==> config.mk <==
export PLATFORM = sky130hd
export DESIGN_NAME = mantis_addsub_norm
export DESIGN_NICKNAME = d
export VERILOG_FILES = /design/src/rtl/mantis_addsub_norm.sv
export SDC_FILE = /design/constraint.sdc
export NUM_CORES = 1
export LEC_CHECK = 0
export CAP_MARGIN = 20
export CORE_MARGIN = 2
export CORE_UTILIZATION = 45
export DETAILED_ROUTE_END_ITERATION = 7
export DONT_BUFFER_PORTS = 1
export GPL_TIMING_DRIVEN = 0
export PLACE_DENSITY = 0.69
export SYNTH_ARGS = -nofsm -noshare
export SYNTH_HDL_FRONTEND = slang
export SYNTH_SLANG_ARGS = --single-unit
==> constraint.sdc <==
create_clock -name clk -period 3.3 [get_ports clk]
set_input_delay 0.66 -clock clk [delete_from_list [all_inputs] [get_ports clk]]
set_output_delay 0.66 -clock clk [all_outputs]
set_load 0.02 [all_outputs]
==> src/rtl/mantis_addsub_norm.sv <==
// -----------------------------------------------------------------------------
// mantis_addsub_norm
//
// Purpose:
//   Effective add/subtract of two exponent-aligned mantissas followed by
//   normalisation. The result (sign, exponent, mantissa, flags) goes to the
//   rounding stage over a valid/ready handshake.
//   Mantissa layout: [27] carry, [26] hidden one, [25:3] fraction,
//   [2:0] guard/round/sticky.
//
//   Default build: normalisation is iterative, one left shift per cycle.
//   Define NORM_FAST_EN to normalise in a single cycle instead. That path
//   uses a leading-one encoder and a barrel shift, clamped so the results
//   match the iterative path.
//
// Ports:
//   clk, rst             clock (rising edge), asynchronous active-high reset
//   in_valid / in_ready  operand pair handshake (in_ready = state IDLE)
//   op_sub               1 = A-B, 0 = A+B
//   sign_a, sign_b       operand signs
//   exp_in               common aligned exponent
//   mantis_a, mantis_b   aligned mantissas (bit 27 is zero)
//   out_valid/out_ready  result handshake (out_valid = state DONE)
//   sign_out, exp_out    result sign and exponent
//   mantis_out           normalised mantissa
//   zero                 result is exactly zero
//   overflow             exponent saturated to all-ones, mantissa forced to 0
//   underflow            result is denormal (exponent 0)
//   busy                 state is not IDLE
// -----------------------------------------------------------------------------
module mantis_addsub_norm #(
    parameter int EXP_W  = 8,
    parameter int MANT_W = 28
) (
    input  logic              clk,
    input  logic              rst,
    input  logic              in_valid,
    output logic              in_ready,
    input  logic              op_sub,
    input  logic              sign_a,
    input  logic              sign_b,
    input  logic [EXP_W-1:0]  exp_in,
    input  logic [MANT_W-1:0] mantis_a,
    input  logic [MANT_W-1:0] mantis_b,
    output logic              out_valid,
    input  logic              out_ready,
    output logic              sign_out,
    output logic [EXP_W-1:0]  exp_out,
    output logic [MANT_W-1:0] mantis_out,
    output logic              zero,
    output logic              overflow,
    output logic              underflow,
    output logic              busy
);

    localparam int                 CARRY_BIT = MANT_W - 1;
    localparam int                 HIDDEN    = MANT_W - 2;
    localparam logic [EXP_W-1:0]   EXP_MAX   = {EXP_W{1'b1}};

    typedef enum logic [1:0] {
        IDLE = 2'd0,
        ADD  = 2'd1,
        NORM = 2'd2,
        DONE = 2'd3
    } state_t;

    state_t              state_q;
    logic                in_ready_q;
    logic                busy_q;
    logic                out_valid_q;

    logic                op_sub_q;
    logic                sign_a_q;
    logic                sign_b_q;
    logic [MANT_W-1:0]   a_q;
    logic [MANT_W-1:0]   b_q;
    logic [MANT_W-1:0]   m_q;
    logic [EXP_W-1:0]    exp_q;
    logic                sign_q;
    logic                zero_q;
    logic                overflow_q;
    logic                underflow_q;

    // ------------------------------------------------------------------
    // Add/subtract datapath (consumed in ADD)
    // ------------------------------------------------------------------
    logic                eff_sub_d;
    logic [MANT_W-1:0]   sum_m_d;
    logic                sum_sign_d;

    always_comb begin
        eff_sub_d  = op_sub_q ^ sign_a_q ^ sign_b_q;
        sum_m_d    = '0;
        sum_sign_d = 1'b0;
        if (!eff_sub_d) begin
            // Both inputs have bit 27 clear, so the sum cannot lose a carry.
            sum_m_d    = a_q + b_q;
            sum_sign_d = sign_a_q;
        end else if (a_q == b_q) begin
            // Exact cancellation always yields +0.
            sum_m_d    = '0;
            sum_sign_d = 1'b0;
        end else if (a_q > b_q) begin
            sum_m_d    = a_q - b_q;
            sum_sign_d = sign_a_q;
        end else begin
            sum_m_d    = b_q - a_q;
            sum_sign_d = sign_b_q ^ op_sub_q;
        end
    end

    // Right shift by one after a carry-out; the two lowest bits fold into
    // the sticky position so no set bit is lost.
    logic [MANT_W-1:0]   rshift_m_d;
    logic [EXP_W-1:0]    exp_inc_d;

    always_comb begin
        rshift_m_d = {1'b0, m_q[MANT_W-1:2], m_q[1] | m_q[0]};
        exp_inc_d  = exp_q + 1'b1;
    end

`ifdef NORM_FAST_EN
    // ------------------------------------------------------------------
    // Single-cycle left normalisation. Only used when bits 27 and 26 are
    // both clear and m is non-zero, so the leading one lies below HIDDEN.
    // ------------------------------------------------------------------
    localparam int SH_W = $clog2(MANT_W);

    logic [SH_W-1:0]     lead_pos_d;
    logic [SH_W-1:0]     shift_need_d;
    logic [EXP_W-1:0]    exp_room_d;
    logic                clamp_d;
    logic [SH_W-1:0]     shift_amt_d;
    logic [MANT_W-1:0]   fast_m_d;
    logic [EXP_W-1:0]    fast_exp_d;

    always_comb begin
        lead_pos_d = '0;
        for (int i = 0; i < HIDDEN; i++) begin
            if (m_q[i]) begin
                lead_pos_d = SH_W'(i);
            end
        end
        shift_need_d = SH_W'(HIDDEN) - lead_pos_d;
        // The iterative path stops shifting once the exponent reaches 1.
        // An exponent of 0 therefore allows no shift at all.
        exp_room_d   = (exp_q == '0) ? '0 : exp_q - 1'b1;
        clamp_d      = (int'(shift_need_d) > int'(exp_room_d));
        // When clamped, exp_room_d < shift_need_d, so it fits in SH_W bits.
        shift_amt_d  = clamp_d ? exp_room_d[SH_W-1:0] : shift_need_d;
        fast_m_d     = m_q << shift_amt_d;
        fast_exp_d   = clamp_d ? '0 : exp_q - EXP_W'(shift_need_d);
    end
`endif

    // ------------------------------------------------------------------
    // Control FSM and all state registers
    // ------------------------------------------------------------------
    always_ff @(posedge clk or posedge rst) begin
        if (rst) begin
            state_q     <= IDLE;
            in_ready_q  <= 1'b1;
            busy_q      <= 1'b0;
            out_valid_q <= 1'b0;
            op_sub_q    <= 1'b0;
            sign_a_q    <= 1'b0;
            sign_b_q    <= 1'b0;
            a_q         <= '0;
            b_q         <= '0;
            m_q         <= '0;
            exp_q       <= '0;
            sign_q      <= 1'b0;
            zero_q      <= 1'b0;
            overflow_q  <= 1'b0;
            underflow_q <= 1'b0;
        end else begin
            case (state_q)
                IDLE: begin
                    if (in_valid) begin
                        op_sub_q    <= op_sub;
                        sign_a_q    <= sign_a;
                        sign_b_q    <= sign_b;
                        a_q         <= mantis_a;
                        b_q         <= mantis_b;
                        exp_q       <= exp_in;
                        zero_q      <= 1'b0;
                        overflow_q  <= 1'b0;
                        underflow_q <= 1'b0;
                        state_q     <= ADD;
                        in_ready_q  <= 1'b0;
                        busy_q      <= 1'b1;
                    end
                end

                ADD: begin
                    m_q     <= sum_m_d;
                    sign_q  <= sum_sign_d;
                    state_q <= NORM;
                end

                NORM: begin
                    // Most branches finish here; only the shift branch stays.
                    state_q     <= DONE;
                    out_valid_q <= 1'b1;
                    if (m_q == '0) begin
                        zero_q <= 1'b1;
                        exp_q  <= '0;
                        sign_q <= 1'b0;
                    end else if (m_q[CARRY_BIT]) begin
                        exp_q <= exp_inc_d;
                        if (exp_inc_d == EXP_MAX) begin
                            overflow_q <= 1'b1;
                            m_q        <= '0;
                        end else begin
                            m_q <= rshift_m_d;
                        end
                    end else if (m_q[HIDDEN]) begin
                        // Already normal: the result is unchanged.
                    end else begin
`ifdef NORM_FAST_EN
                        m_q         <= fast_m_d;
                        exp_q       <= fast_exp_d;
                        underflow_q <= clamp_d;
`else
                        if (exp_q <= EXP_W'(1)) begin
                            exp_q       <= '0;
                            underflow_q <= 1'b1;
                        end else begin
                            m_q         <= m_q << 1;
                            exp_q       <= exp_q - 1'b1;
                            state_q     <= NORM;
                            out_valid_q <= 1'b0;
                        end
`endif
                    end
                end

                DONE: begin
                    if (out_ready) begin
                        state_q     <= IDLE;
                        out_valid_q <= 1'b0;
                        busy_q      <= 1'b0;
                        in_ready_q  <= 1'b1;
                    end
                end

                default: begin
                    state_q     <= IDLE;
                    out_valid_q <= 1'b0;
                    busy_q      <= 1'b0;
                    in_ready_q  <= 1'b1;
                end
            endcase
        end
    end

    assign in_ready   = in_ready_q;
    assign busy       = busy_q;
    assign out_valid  = out_valid_q;
    assign sign_out   = sign_q;
    assign exp_out    = exp_q;
    assign mantis_out = m_q;
    assign zero       = zero_q;
    assign overflow   = overflow_q;
    assign underflow  = underflow_q;

endmodule

==> results.sh, run 1 <==
export IMPL_async_flop_share=1.000
export IMPL_synth_seq_cells=104
export IMPL_dp_hpwl_um=24660
export IMPL_layout_commonest_cell="dfrtp_1"
export IMPL_tightest_slew_ns=0.8344
export IMPL_cp_arrival_ns=3.65
export IMPL_drtIter0Drc=809
export IMPL_synthCells=1148
export IMPL_grt_max_degree=43
export IMPL_worstSkewPairLatency_ns=0.37
export IMPL_slowest_delay_ns=0.48
export IMPL_pre_cts_slack_ns=-0.5659
export IMPL_yosysUniqueCellTypes=85
export IMPL_critical_path_class="reg -> reg"
export IMPL_grt_use_total=0.2780
export IMPL_min_period_ns=3.403
export IMPL_syn_to_final_growth_pct=20.29
export IMPL_grtUsageMet3=0.04576
export IMPL_drive_gt1_frac=0.2473
export IMPL_antenna_found_initial=1
export IMPL_via_per_inst=6.400
export IMPL_rsz0062_at_grt="true"
export IMPL_cts_tree="done"
export IMPL_final_cell_mix="dfrtp_1 (101), nor2_1 (89), a21oi_1 (88)"
export IMPL_htreeDepth=3
export IMPL_critPathMaxFanout=4
export IMPL_seq_area_frac_synth=0.2691
export IMPL_netlist_area_sq_mm=0.009676
export IMPL_use_met1=0.3943
export IMPL_num_fill_cells=1974
export IMPL_numPortBuffers=0
export IMPL_use_met2=0.4336
export IMPL_min_path_type="in -> async"
export IMPL_clk_path_buf_depth=2
export IMPL_max_cap_viol_count=0
export IMPL_num_io_pins=114
export IMPL_setup_slack_ns=-0.1035
export IMPL_worstPathCellList="inv_1 > ha_2 > inv_2 > fa_2 > a211oi_2 > o2111ai_2 > nand2_2 > a2111oi_4 > o21bai_4 > buf_6 > or4_4 > a22oi_2 > xnor2_2 > a221oi_2 > a211oi_1"
export IMPL_cts_hold_buffers=0
export IMPL_ys_warn_count=0
export IMPL_synth_fa_ha_area_frac=0.1226
export IMPL_finalHoldViolations=0
export IMPL_wire_per_inst_um=21.98
export IMPL_gp_congestion=0.9633
export IMPL_num_vias=9504
export IMPL_period_share=1.031
export IMPL_yosys_mux_area_fraction=0.08923
export IMPL_grt_pass1_vias=8931
export IMPL_max_freq_mhz=293.8
export IMPL_setup_viol=10
export IMPL_crit_slowest_cell="or4_4"
export IMPL_drc_errors=0
export IMPL_fp_dieH_um=150.6
export IMPL_slew_viol_final=0
export IMPL_violations="negative setup slack"
export IMPL_grt_pass1_wl_um=49300
export IMPL_chipWidth_um=150.6
export IMPL_ant_nets=0
export IMPL_multiInputGateArea_sq_mm=0.007172
export IMPL_worstSetupStartpointType="flip-flop"
export IMPL_finClkSkew_ns=0.009746
export IMPL_core_sq_mm=0.02109
export IMPL_numClockSinks=104
export IMPL_synth_simple_area_share=0.1420
export IMPL_final_seq_area_sq_mm=0.002606
export IMPL_dr_pass1_iters=5
export IMPL_syn_area_per_cell_sq_um=8.428
export IMPL_root_buffer="clkbuf_16"
export IMPL_clk_pin_slew_ns=0.08
export IMPL_wirelength_um=32630
export IMPL_cp_end_kind="flip-flop"
export IMPL_die_area_sq_mm=0.02269
export IMPL_synth_fp_nets=1312
export IMPL_grt_ovfl_total=0
export IMPL_synth_top_flop_cell="dfrtp_1"
export IMPL_cp_required_ns=3.55
export IMPL_slew_headroom=0.4438
export IMPL_rows=53
export IMPL_layout_nets=1368
export IMPL_synth_top_family_by_area="compound AO/OA/AOI/OAI gates"
export IMPL_synth_xor_area_frac=0.01539
export IMPL_synth_compound_area_frac=0.2925
export IMPL_synth_edf_count=0
export IMPL_start_util=0.4588
export IMPL_top_usage_layer="met2"
export IMPL_status="finished, violations left"
export IMPL_numCtsBuffers=9
[routing by layer]
metal,vias up,routed length (um)
met2,475,14660
met1,4633,14200
met4,0,946
li1,4338,-
met3,58,2826
met5,-,0
[worst max-delay path, delay by kind of cell (launching register included)]
kind                     cells  cell delay (ns)
buffers and inverters        3             0.25
flip-flops                   1             0.40
adder cells (fa/ha/maj)      2             0.42
AND/OR/NAND/NOR              2             0.61
XOR/XNOR                     1             0.11
AO/OA/AOI/OAI                7             1.48
[kinds of logic (layout without fill, tap and decap cells)]
logic type	after synthesis	after routing
compound gates	403	403
xor+xnor	17	17
fa+ha+maj	93	93
buf+inv	165	226
flops	104	104
mux	78	78
other cells	0	1
simple gates	288	288
[through the flow]
step / TNS (ns) / utilization / cells / hold slack [ns] / instance area [sq um]
finish: -0.4088 / 0.5519 / 1485 / 0.2711 / 11640
global route: -1.929 / 0.5519 / 1485 / 0.3330 / 11640
CTS: -0.3295 / 0.5112 / 1458 / 0.2987 / 10780
detailed placement: -10.77 / 0.4772 / 1425 / 0.5091 / 10060
global placement: -9.904 / 0.4753 / 1423 / 0.4959 / 10020
floorplan: 0 / - / 1148 / 0.4794 / 9679
[path summary, 6_finish.rpt]
kind	cells after the start	slack, ns	to	start
worst max-delay path	15	-0.10	mantis_out[24]$_DFFE_PP0P_	a_q[0]$_DFFE_PP0P_
worst min-delay path	1	0.27	b_q[0]$_DFFE_PP0P_	rst
worst max register to register	15	-0.10	mantis_out[24]$_DFFE_PP0P_	a_q[0]$_DFFE_PP0P_
worst min register to register	1	0.52	b_q[27]$_DFFE_PP0P_	b_q[27]$_DFFE_PP0P_
max in group asynchronous	2	2.35	in_ready$_DFFE_PP1P_	rst
min in group clk	1	0.43	b_q[25]$_DFFE_PP0P_	mantis_b[25]
[flip-flops by register name, indices dropped and copies added (netlist names), 2 cells and up]
signal / flops
state_q: 2
mantis_out: 28
exp_out: 8
b_q: 28
a_q: 28
[final cells by class]
class,count,area share
Inverter,92,0.03064
Antenna cell,1,0.0002150
Sequential cell,104,0.2239
Timing Repair Buffer,49,0.03849
Clock inverter,6,0.006343
Clock buffer,10,0.01967
Multi-Input combinational cell,879,0.6162
Tap cell,275,0.02956
Buffer,69,0.03494
[Yosys cell counts (6+ instances only)]
master     number  share of area
a21o_1         21          0.016
o31a_1          7         0.0063
or3_1           6         0.0039
o31ai_1         9         0.0070
nor2b_1         8         0.0052
nand2b_1       16          0.010
o21ai_0        66          0.034
dfrtp_1       103           0.27
nor4_1         14         0.0091
nand2_1        66          0.026
a22o_1          6         0.0054
nor3_1         19         0.0098
inv_1          91          0.035
clkbuf_1       52          0.020
a21oi_1       105          0.054
mux2i_1        12          0.012
and3_1          9         0.0058
a221o_1        10          0.010
nor2_1        100          0.039
o221ai_1        7         0.0063
a211o_1         6         0.0054
buf_2          14         0.0072
a31oi_1         6         0.0039
mux2_2         64          0.074
a22oi_1         7         0.0054
a221oi_1       30          0.027
o2bb2ai_1       7         0.0063
nand4_1        14         0.0091
ha_1           90           0.12
o21bai_1       18          0.014
xnor2_1        12          0.011
o211ai_1       13          0.010
a211oi_1       21          0.016
o22ai_1         7         0.0045
nand3_1        16         0.0083
[timing repair]
action / in CTS / in global routing
endpoints found under the setup margin: 29 / 30
pin swaps: 29 / 45
setup buffers: 20 / 25
hold endpoints to repair: 0 / 0
gates resized for setup: 63 / 158
gates cloned: 0 / 2
Power of run 1 is not shown: default switching activity piles up to over one toggle a cycle in this logic, so the estimate is an artifact.
==> inputs of run 2 (changes only) <==
--- a/config.mk
+++ b/config.mk
@@ -12,6 +12,7 @@
 export DONT_BUFFER_PORTS = 1
 export GPL_TIMING_DRIVEN = 0
 export PLACE_DENSITY = 0.69
+export RECOVER_POWER = 50
 export SYNTH_ARGS = -nofsm -noshare
 export SYNTH_HDL_FRONTEND = slang
 export SYNTH_SLANG_ARGS = --single-unit
==> run 2 against run 1 <==
Against the previous run: the run ends with max-capacitance violations, max-slew violations, negative setup slack left; register-to-register slack hardly changed; sequential cell count did not move; cell count stayed put; core utilization shrank 0.16 points; highest routed layer unchanged.
==> results.sh, run 2 (synthesis results as in run 1) <==
export IMPL_status="finished, violations left"
export IMPL_violations="max-capacitance violations, max-slew violations, negative setup slack"
export IMPL_finalHoldViolations=0
export IMPL_setup_slack_ns=-0.1024
export IMPL_num_fill_cells=1979
export IMPL_cp_startpoint="a_q[0]$_DFFE_PP0P_"
export IMPL_placed_area_sq_mm=0.01006
export IMPL_crit_buf_inv=3
export IMPL_min_path_type="in -> reg"
export IMPL_ant_nets=0
export IMPL_rows=53
export IMPL_chipWidth_um=150.6
export IMPL_grt_use_total=0.2780
export IMPL_layout_nets=1368
export IMPL_tightest_slew_ns=1.886
export IMPL_fp_dieH_um=150.6
export IMPL_pre_cts_slack_ns=-0.5659
export IMPL_setup_viol=9
export IMPL_crit_family="compound AO/OA/AOI/OAI gates"
export IMPL_final_util=0.5503
export IMPL_finClkSkew_ns=0.01179
export IMPL_worstSetupStartpointType="flip-flop"
export IMPL_htreeDepth=3
export IMPL_drc_errors=0
export IMPL_critPathMaxFanout=4
export IMPL_period_share=1.031
export IMPL_cp_depth=15
export IMPL_num_io_pins=114
export IMPL_fin_area_sq_mm=0.01160
export IMPL_worstSkewPairLatency_ns=0.37
export IMPL_grt_ovfl_total=0
export IMPL_die_area_sq_mm=0.02269
export IMPL_antenna_found_initial=1
export IMPL_final_cell_mix="dfrtp_1 (101), nor2_1 (89), a21oi_1 (88)"
export IMPL_drive_gt1_frac=0.2465
export IMPL_rsz0062_at_grt="true"
export IMPL_clk_path_buf_depth=2
export IMPL_r2r_start="a_q[0]$_DFFE_PP0P_"
export IMPL_via_per_inst=6.404
export IMPL_r2r_end="mantis_out[24]$_DFFE_PP0P_"
export IMPL_layout_commonest_cell="dfrtp_1"
export IMPL_cp_end_kind="flip-flop"
export IMPL_numCtsBuffers=9
export IMPL_cp_required_ns=3.55
export IMPL_multiInputGateArea_sq_mm=0.007172
export IMPL_grt_pass1_vias=8931
export IMPL_core_sq_mm=0.02109
export IMPL_grt_pass1_wl_um=49300
export IMPL_critical_path_class="reg -> reg"
export IMPL_cts_tree="done"
export IMPL_gp_congestion=0.9633
export IMPL_slowest_delay_ns=0.48
export IMPL_num_vias=9510
export IMPL_whs_ns=0.4333
export IMPL_reg2reg_depth=15
export IMPL_max_freq_mhz=293.9
export IMPL_final_seq_area_sq_mm=0.002606
export IMPL_min_period_ns=3.402
export IMPL_critPathCapture="mantis_out[24]$_DFFE_PP0P_"
export IMPL_max_cap_viol_count=1
export IMPL_grt_max_degree=43
export IMPL_numPortBuffers=0
export IMPL_dp_hpwl_um=24660
export IMPL_crit_slowest_cell="or4_4"
export IMPL_clk_pin_slew_ns=0.08
export IMPL_wirelength_um=32600
export IMPL_ff2ff_setup_slack_ns=-0.10
export IMPL_slew_viol_final=35
export IMPL_cp_arrival_ns=3.65
export IMPL_syn_to_final_growth_pct=19.94
export IMPL_worstPathCellList="inv_1 > ha_2 > inv_2 > fa_2 > a211oi_2 > o2111ai_2 > nand2_2 > a2111oi_4 > o21bai_4 > buf_6 > or4_4 > a22oi_2 > xnor2_2 > a221oi_2 > a211oi_1"
export IMPL_start_util=0.4588
export IMPL_drtIter0Drc=892
export IMPL_slew_headroom=-0.2574
export IMPL_dr_pass1_iters=6
export IMPL_numClockSinks=104
export IMPL_root_buffer="clkbuf_16"
export IMPL_wire_per_inst_um=21.95
run 2: cell count changes in the layout (fill, tap and decap cells not counted), sizes merged:
| cell | previous run | this run |
|---|---|---|
| clkbuf | 63 | 65 |
| buf | 65 | 63 |
run 2: what timing repair did:
action | CTS | global route
pin swaps | 29 | 45
resized for setup | 63 | 158
hold buffers | 0 | 0
setup endpoints to repair | 29 | 30
setup buffers | 20 | 25
cloned | 0 | 2
run 2: routing by layer:
layer,GRT usage,up-vias,wire [um],part of all wire
met3,0.04576,69,2841,0.087
met1,0.3943,4614,14150,0.43
met5,0,-,0,0
li1,-,4344,-,-
met4,0.08551,0,993,0.030
met2,0.4336,483,14620,0.45
run 2: how the worst min path moves through the flow:
stage | cells after the start | startpoint | endpoint | slack (ns)
2_1_floorplan | 1 | b_q[27]$_DFFE_PP0P_ | b_q[27]$_DFFE_PP0P_ | 0.48
3_3_place_gp | 1 | b_q[27]$_DFFE_PP0P_ | b_q[27]$_DFFE_PP0P_ | 0.50
3_5_place_dp | 1 | b_q[27]$_DFFE_PP0P_ | b_q[27]$_DFFE_PP0P_ | 0.51
4_1_cts | 1 | rst | b_q[0]$_DFFE_PP0P_ | 0.30
5_1_grt | 1 | mantis_a[20] | a_q[20]$_DFFE_PP0P_ | 0.43
6_report | 1 | mantis_a[25] | a_q[25]$_DFFE_PP0P_ | 0.43
run 2: worst register-to-register path: cells and delay by family (launching register included):
family / cells / cell delay, ns
adders and majority gates: 2 / 0.42
DFF: 1 / 0.40
AOI/OAI and AO/OA: 7 / 1.50
xor gates and xnor gates: 1 / 0.11
buffers and inverters: 3 / 0.25
and+or+nand+nor: 2 / 0.61
run 2: per-stage QoR:
stage,TNS (ns),cells
2_1_floorplan,0,1148
4_1_cts,-0.3295,1458
5_1_grt,-5.029,1485
3_5_place_dp,-10.77,1425
6_report,-0.3420,1485
3_3_place_gp,-9.904,1423
run 2: final cells by class:
type                       instances  share of cell area
clock buffer                      10             0.01973
multi-input combinational        879              0.6180
clock inverter                     6            0.006361
sequential                       104              0.2246
inverter                          92             0.03051
timing repair buffer              49             0.03590
tap                              275             0.02965
antenna                            1           0.0002156
buffer                            69             0.03504
Power of run 2 is left out for the same reason.
